<file path="config.mk">
export PLATFORM = sky130hd
export DESIGN_NAME = systolic_share_ctrl
export DESIGN_NICKNAME = d
export VERILOG_FILES = /design/src/rtl/systolic_share_ctrl.sv
export SDC_FILE = /design/constraint.sdc
export NUM_CORES = 1
export LEC_CHECK = 0
export ABC_AREA = 1
export CAP_MARGIN = 0
export CORE_MARGIN = 4
export CORE_UTILIZATION = 45
export CTS_BUF_LIST = sky130_fd_sc_hd__clkbuf_8
export DETAILED_ROUTE_END_ITERATION = 7
export HOLD_SLACK_MARGIN = 0.08
export PLACE_DENSITY = 0.72
export SYNTH_ARGS = -nofsm -noshare
export SYNTH_HDL_FRONTEND = slang
export SYNTH_SLANG_ARGS = --single-unit
</file>
<file path="constraint.sdc">
create_clock -name clk -period 3.16 [get_ports clk]
set_input_delay 0.632 -clock clk [delete_from_list [all_inputs] [get_ports clk]]
set_output_delay 0.632 -clock clk [all_outputs]
set_load 0.005 [all_outputs]
</file>
<file path="src/rtl/systolic_share_ctrl.sv">
// systolic_share_ctrl
//   Sequencer and round-robin arbiter that lets NREQ Kalman-filter stages
//   share one 12x12 systolic array. One owner at a time: the winner's index
//   drives the array operand muxes (sel), its mode bits are latched into the
//   array enables, load_en is pulsed once, and the controller waits for
//   cal_finish (or a watchdog expiry) before pulsing done to the owner.
//
// Ports
//   clk, rst          clock, asynchronous active-high reset
//   req[NREQ]         level requests, held until done
//   req_mode[NREQ][3] per-requester {enb_7_12, enb_2_6, enb_1}
//   grant[NREQ]       one-hot owner (SETUP..FIN)
//   sel[SELW]         binary owner index, held after FIN
//   sa_load_en        one-cycle array load strobe (LOAD state)
//   sa_enb_*          latched array enables for the owner
//   sa_cal_finish     array completion, only sampled in RUN
//   done[NREQ]        one-cycle completion pulse to the owner
//   busy              high in every state but IDLE
//   timeout_err       sticky watchdog flag, cleared only by rst
module systolic_share_ctrl #(
  parameter int NREQ    = 4,
  parameter int TIMEOUT = 64,
  parameter int SELW    = $clog2(NREQ)
) (
  input  logic                 clk,
  input  logic                 rst,
  input  logic [NREQ-1:0]      req,
  input  logic [NREQ-1:0][2:0] req_mode,
  output logic [NREQ-1:0]      grant,
  output logic [SELW-1:0]      sel,
  output logic                 sa_load_en,
  output logic                 sa_enb_1,
  output logic                 sa_enb_2_6,
  output logic                 sa_enb_7_12,
  input  logic                 sa_cal_finish,
  output logic [NREQ-1:0]      done,
  output logic                 busy,
  output logic                 timeout_err
);

  localparam int CNTW = $clog2(TIMEOUT + 1);

  typedef enum logic [2:0] {
    S_IDLE, S_SETUP, S_LOAD, S_RUN, S_FIN
  } state_t;

  state_t          state;
  logic [SELW-1:0] ptr;
  logic [CNTW-1:0] cnt;
  logic            found;
  logic [SELW-1:0] win;
  logic [SELW-1:0] cand;
  logic [SELW-1:0] ptr_nxt;
  int unsigned     idx;

  // Round-robin pick: first set request bit searching upward from ptr,
  // wrapping modulo NREQ. Only consumed in IDLE, so the result is registered
  // before it reaches grant.
  always_comb begin
    found = 1'b0;
    win   = '0;
    idx   = 0;
    cand  = '0;
    for (int i = 0; i < NREQ; i++) begin
      idx  = (int'(ptr) + i) % NREQ;
      cand = idx[SELW-1:0];
      if (!found && req[cand]) begin
        found = 1'b1;
        win   = cand;
      end
    end
  end

  // Next pointer is one past the owner, wrapping for non power-of-two NREQ.
  assign ptr_nxt = (sel == SELW'(NREQ - 1)) ? '0 : sel + 1'b1;

  always_ff @(posedge clk or posedge rst) begin
    if (rst) begin
      state       <= S_IDLE;
      ptr         <= '0;
      cnt         <= '0;
      grant       <= '0;
      sel         <= '0;
      sa_load_en  <= 1'b0;
      sa_enb_1    <= 1'b0;
      sa_enb_2_6  <= 1'b0;
      sa_enb_7_12 <= 1'b0;
      done        <= '0;
      busy        <= 1'b0;
      timeout_err <= 1'b0;
    end else begin
      // Strobes default low; each state re-asserts what it owns.
      done       <= '0;
      sa_load_en <= 1'b0;
      case (state)
        S_IDLE: begin
          if (found) begin
            grant <= {{(NREQ-1){1'b0}}, 1'b1} << win;
            sel   <= win;
            // Mode is captured once here; later req_mode edits are ignored.
            {sa_enb_7_12, sa_enb_2_6, sa_enb_1} <= req_mode[win];
            busy  <= 1'b1;
            state <= S_SETUP;
          end
        end
        S_SETUP: begin
          // Operand muxes settle this cycle; load strobe lands in LOAD.
          sa_load_en <= 1'b1;
          state      <= S_LOAD;
        end
        S_LOAD: begin
          cnt   <= '0;
          state <= S_RUN;
        end
        S_RUN: begin
          cnt <= cnt + 1'b1;
          // Completion takes priority over a same-cycle watchdog expiry.
          if (sa_cal_finish) begin
            done  <= grant;
            state <= S_FIN;
          end else if (cnt == CNTW'(TIMEOUT - 1)) begin
            timeout_err <= 1'b1;
            done        <= grant;
            state       <= S_FIN;
          end
        end
        S_FIN: begin
          ptr         <= ptr_nxt;
          grant       <= '0;
          sa_enb_1    <= 1'b0;
          sa_enb_2_6  <= 1'b0;
          sa_enb_7_12 <= 1'b0;
          busy        <= 1'b0;
          state       <= S_IDLE;
        end
        default: state <= S_IDLE;
      endcase
    end
  end

endmodule

</file>
==> impl_metrics.ini <==
[power]
power.total_mw = 2.10
ir_drop_v = 0.000584
switchingPower_uw = 984
power_density_mw_per_mm2 = 992
swShare = 0.468
pwr-share-clk = 0.130
p_comb_frac = 0.594
p_leak_nw = 1.07
p_int_mw = 1.12
power_frac_seq = 0.276

[global_routing]
met2_usage = 0.234
gr-max-usage-layer = met2
antenna_found_initial = 0
grt.overflow.total = 0
grt_use_met1 = 0.221
grtUsageTotal = 0.154
grt_max_degree = 29
met3_usage = 0.0389
grt_pass1_vias = 1263
grt_pass1_wl_um = 5450

[place]
placed_cells = 294
postPlaceCellArea_mm2 = 0.00205
port_buffers = 34
place_hpwl_um = 2480
routabilityCongestion = 0.798

[yosys]
syn_inst = 214
synth_edf_count = 0
synth_ff_type = dfrtp_1
syn_area_per_cell_um2 = 7.74
ys_seq_area_frac = 0.423
netlist_area_mm2 = 0.00166
synthArstFlopShare = 1.00
syn-num-nets = 235
synth_warnings = 0
yosysUniqueCellTypes = 28
ys_ff_latch = 28

[timing]
finalSetupViolCount = 0
worst_pin_slew_ns = 0.558
clock_skew_ns = 0.00536
fmax_ghz = 0.494
timing.slew.headroom = 0.627
fin_tns_setup_ns = 0
period_minus_slack_ns = 2.03
hold_viol = 0
slew_viol_final = 0
rsz0062_at_grt = no
timing.final.crit_share = 0.641

[cts]
cts-htree-levels = 1
cts.clk_slew.worst_paths_ns = 0.09
hold_buffers = 0
cts_resized = 0
numCtsBuffers = 3
clockRootBuffer = clkbuf_8
cts.sinks = 28
clock_latency_ns = 0.27
cts_setup_buffers = 0
clockBufferDepth = 2
cts_tree = built

[floorplanning]
initial_core_util = 0.481
die-area_mm2 = 0.00471
fp.dieW_um = 68.7
core-area_mm2 = 0.00344
die_height_um = 68.7
ios = 35
rows = 21

[critical_path]
path_max_fanout = 9
worstPathArrival_ns = 2.20
cp-start-kind = input port
crit_required_ns = 3.33
crit_type = in2reg
worst_r2r_path_depth = 11
crit_path_end_kind = flip-flop

[drt]
viasPerCell = 4.73
wl_per_cell_um = 10.6
drt-total-wl_um = 3170
drt_iter0_markers = 98
ant_nets = 0
drt_pass1_iterations = 4
num_vias = 1411
drc_errors = 0

[job]
maxCapViolCount = 0

[layout]
final-seq-area_um2 = 701
fill_cells = 300
areaGrowthSynthToFinish_pct = 28.1
final_cells = 298
drive_gt1_frac = 0.147
final_nets = 274
mostFrequentLayoutCell = nand2_1
final_cell_mix = nand2_1 (74), clkdlybuf4s50_1 (34), dfrtp_1 (28)
final_util = 0.616
finalInstanceArea_mm2 = 0.00212
multi_input_comb_area_um2 = 836
n_antenna_cell = 0

[worst_hold_path]
hp-class = reg2reg
worstHoldPathCells = 1

[run_status]
status = finished clean
-- layout make-up --
class                           instances  share of cell area
Multi-Input combinational cell        157               0.394
Sequential cell                        28               0.330
Timing Repair Buffer                   35               0.164
Inverter                               28              0.0507
Tap cell                               46              0.0271
Clock buffer                            3              0.0195
Clock inverter                          1              0.0142
-- metrics by stage --
| step | hold slack, ns | setup slack, ns |
|---|---|---|
| after floorplan | 0.438 | 1.46 |
| after global placement | 0.463 | 0.834 |
| after detailed placement | 0.464 | 0.823 |
| after CTS | 0.481 | 1.12 |
| after global routing | 0.520 | 0.895 |
| final | 0.480 | 1.13 |
-- power groups by stage --
| stage | combinational (mW) | clock (mW) | sequential, mW |
|---|---|---|---|
| 4_1_cts | 1.26 | 0.282 | 0.582 |
| 6_report | 1.25 | 0.273 | 0.581 |
| 3_3_place_gp | 1.24 | 0 | 0.589 |
| 3_5_place_dp | 1.25 | 0 | 0.587 |
| 2_1_floorplan | 0.972 | 0 | 0.555 |
| 5_1_grt | 1.42 | 0.296 | 0.598 |
-- registers in the layout (all words and copies together) (netlist names), 2 cells and up --
name,count
done,4
cnt,7
ptr,2
grant,4
sel,2
state,3
-- cell usage after synthesis (2+ instances only) --
library cell,number,share of area
dfrtp_1,28,0.42
ha_1,2,0.015
inv_1,22,0.050
inv_2,5,0.011
nand2_1,74,0.17
nand2_2,9,0.034
nand2_4,7,0.048
nand3_1,14,0.042
nand3_2,3,0.018
nand4_1,2,0.0076
nor2_1,15,0.034
nor2_8,2,0.024
nor3_1,6,0.018
o21ai_0,7,0.021
o21ai_1,3,0.0091
o21bai_1,2,0.0091
o22ai_1,2,0.0076
-- cell families after synthesis --
| logic type | Yosys count | share of synthesized area |
|---|---|---|
| buf+inv | 29 | 0.0718 |
| simple gates | 134 | 0.408 |
| flops | 28 | 0.423 |
| fa+ha+maj | 2 | 0.0151 |
| compound gates | 21 | 0.0816 |
-- metal layers --
metal,routed length [µm],share of wire
met1,1640,0.52
met4,29,0.0092
met2,1320,0.42
met5,0,0
met3,175,0.055
-- worst max-delay path, stage by stage --
cell,delay (ns)
clkdlybuf4s50_1,0.47
inv_1,0.06
nand2_1,0.06
nand2_1,0.08
nand2_1,0.08
nand2_1,0.07
nor2_1,0.12
nor2_2,0.06
nand2_4,0.13
nand2_4,0.10
nand2_2,0.07
nand2_1,0.06
nand2_1,0.06
nand2_1,0.05
nand2_1,0.05
nand2_1,0.04
-- final timing paths --
path	from	to	slack, ns
worst max-delay path	req[3]	sa_enb_2_6$_DFFE_PP0P_	1.13
worst min-delay path	state[1]$_DFFE_PP0P_	sa_load_en$_DFF_PP0_	0.48
worst max register to register	ptr[0]$_DFFE_PP0P_	grant[1]$_DFFE_PP0P_	1.14
worst min register to register	state[1]$_DFFE_PP0P_	sa_load_en$_DFF_PP0_	0.48
max in group asynchronous	rst	state[0]$_DFFE_PP0P_	2.18
min in group asynchronous	rst	done[2]$_DFF_PP0_	0.72
(Power assumes the default switching activity.)
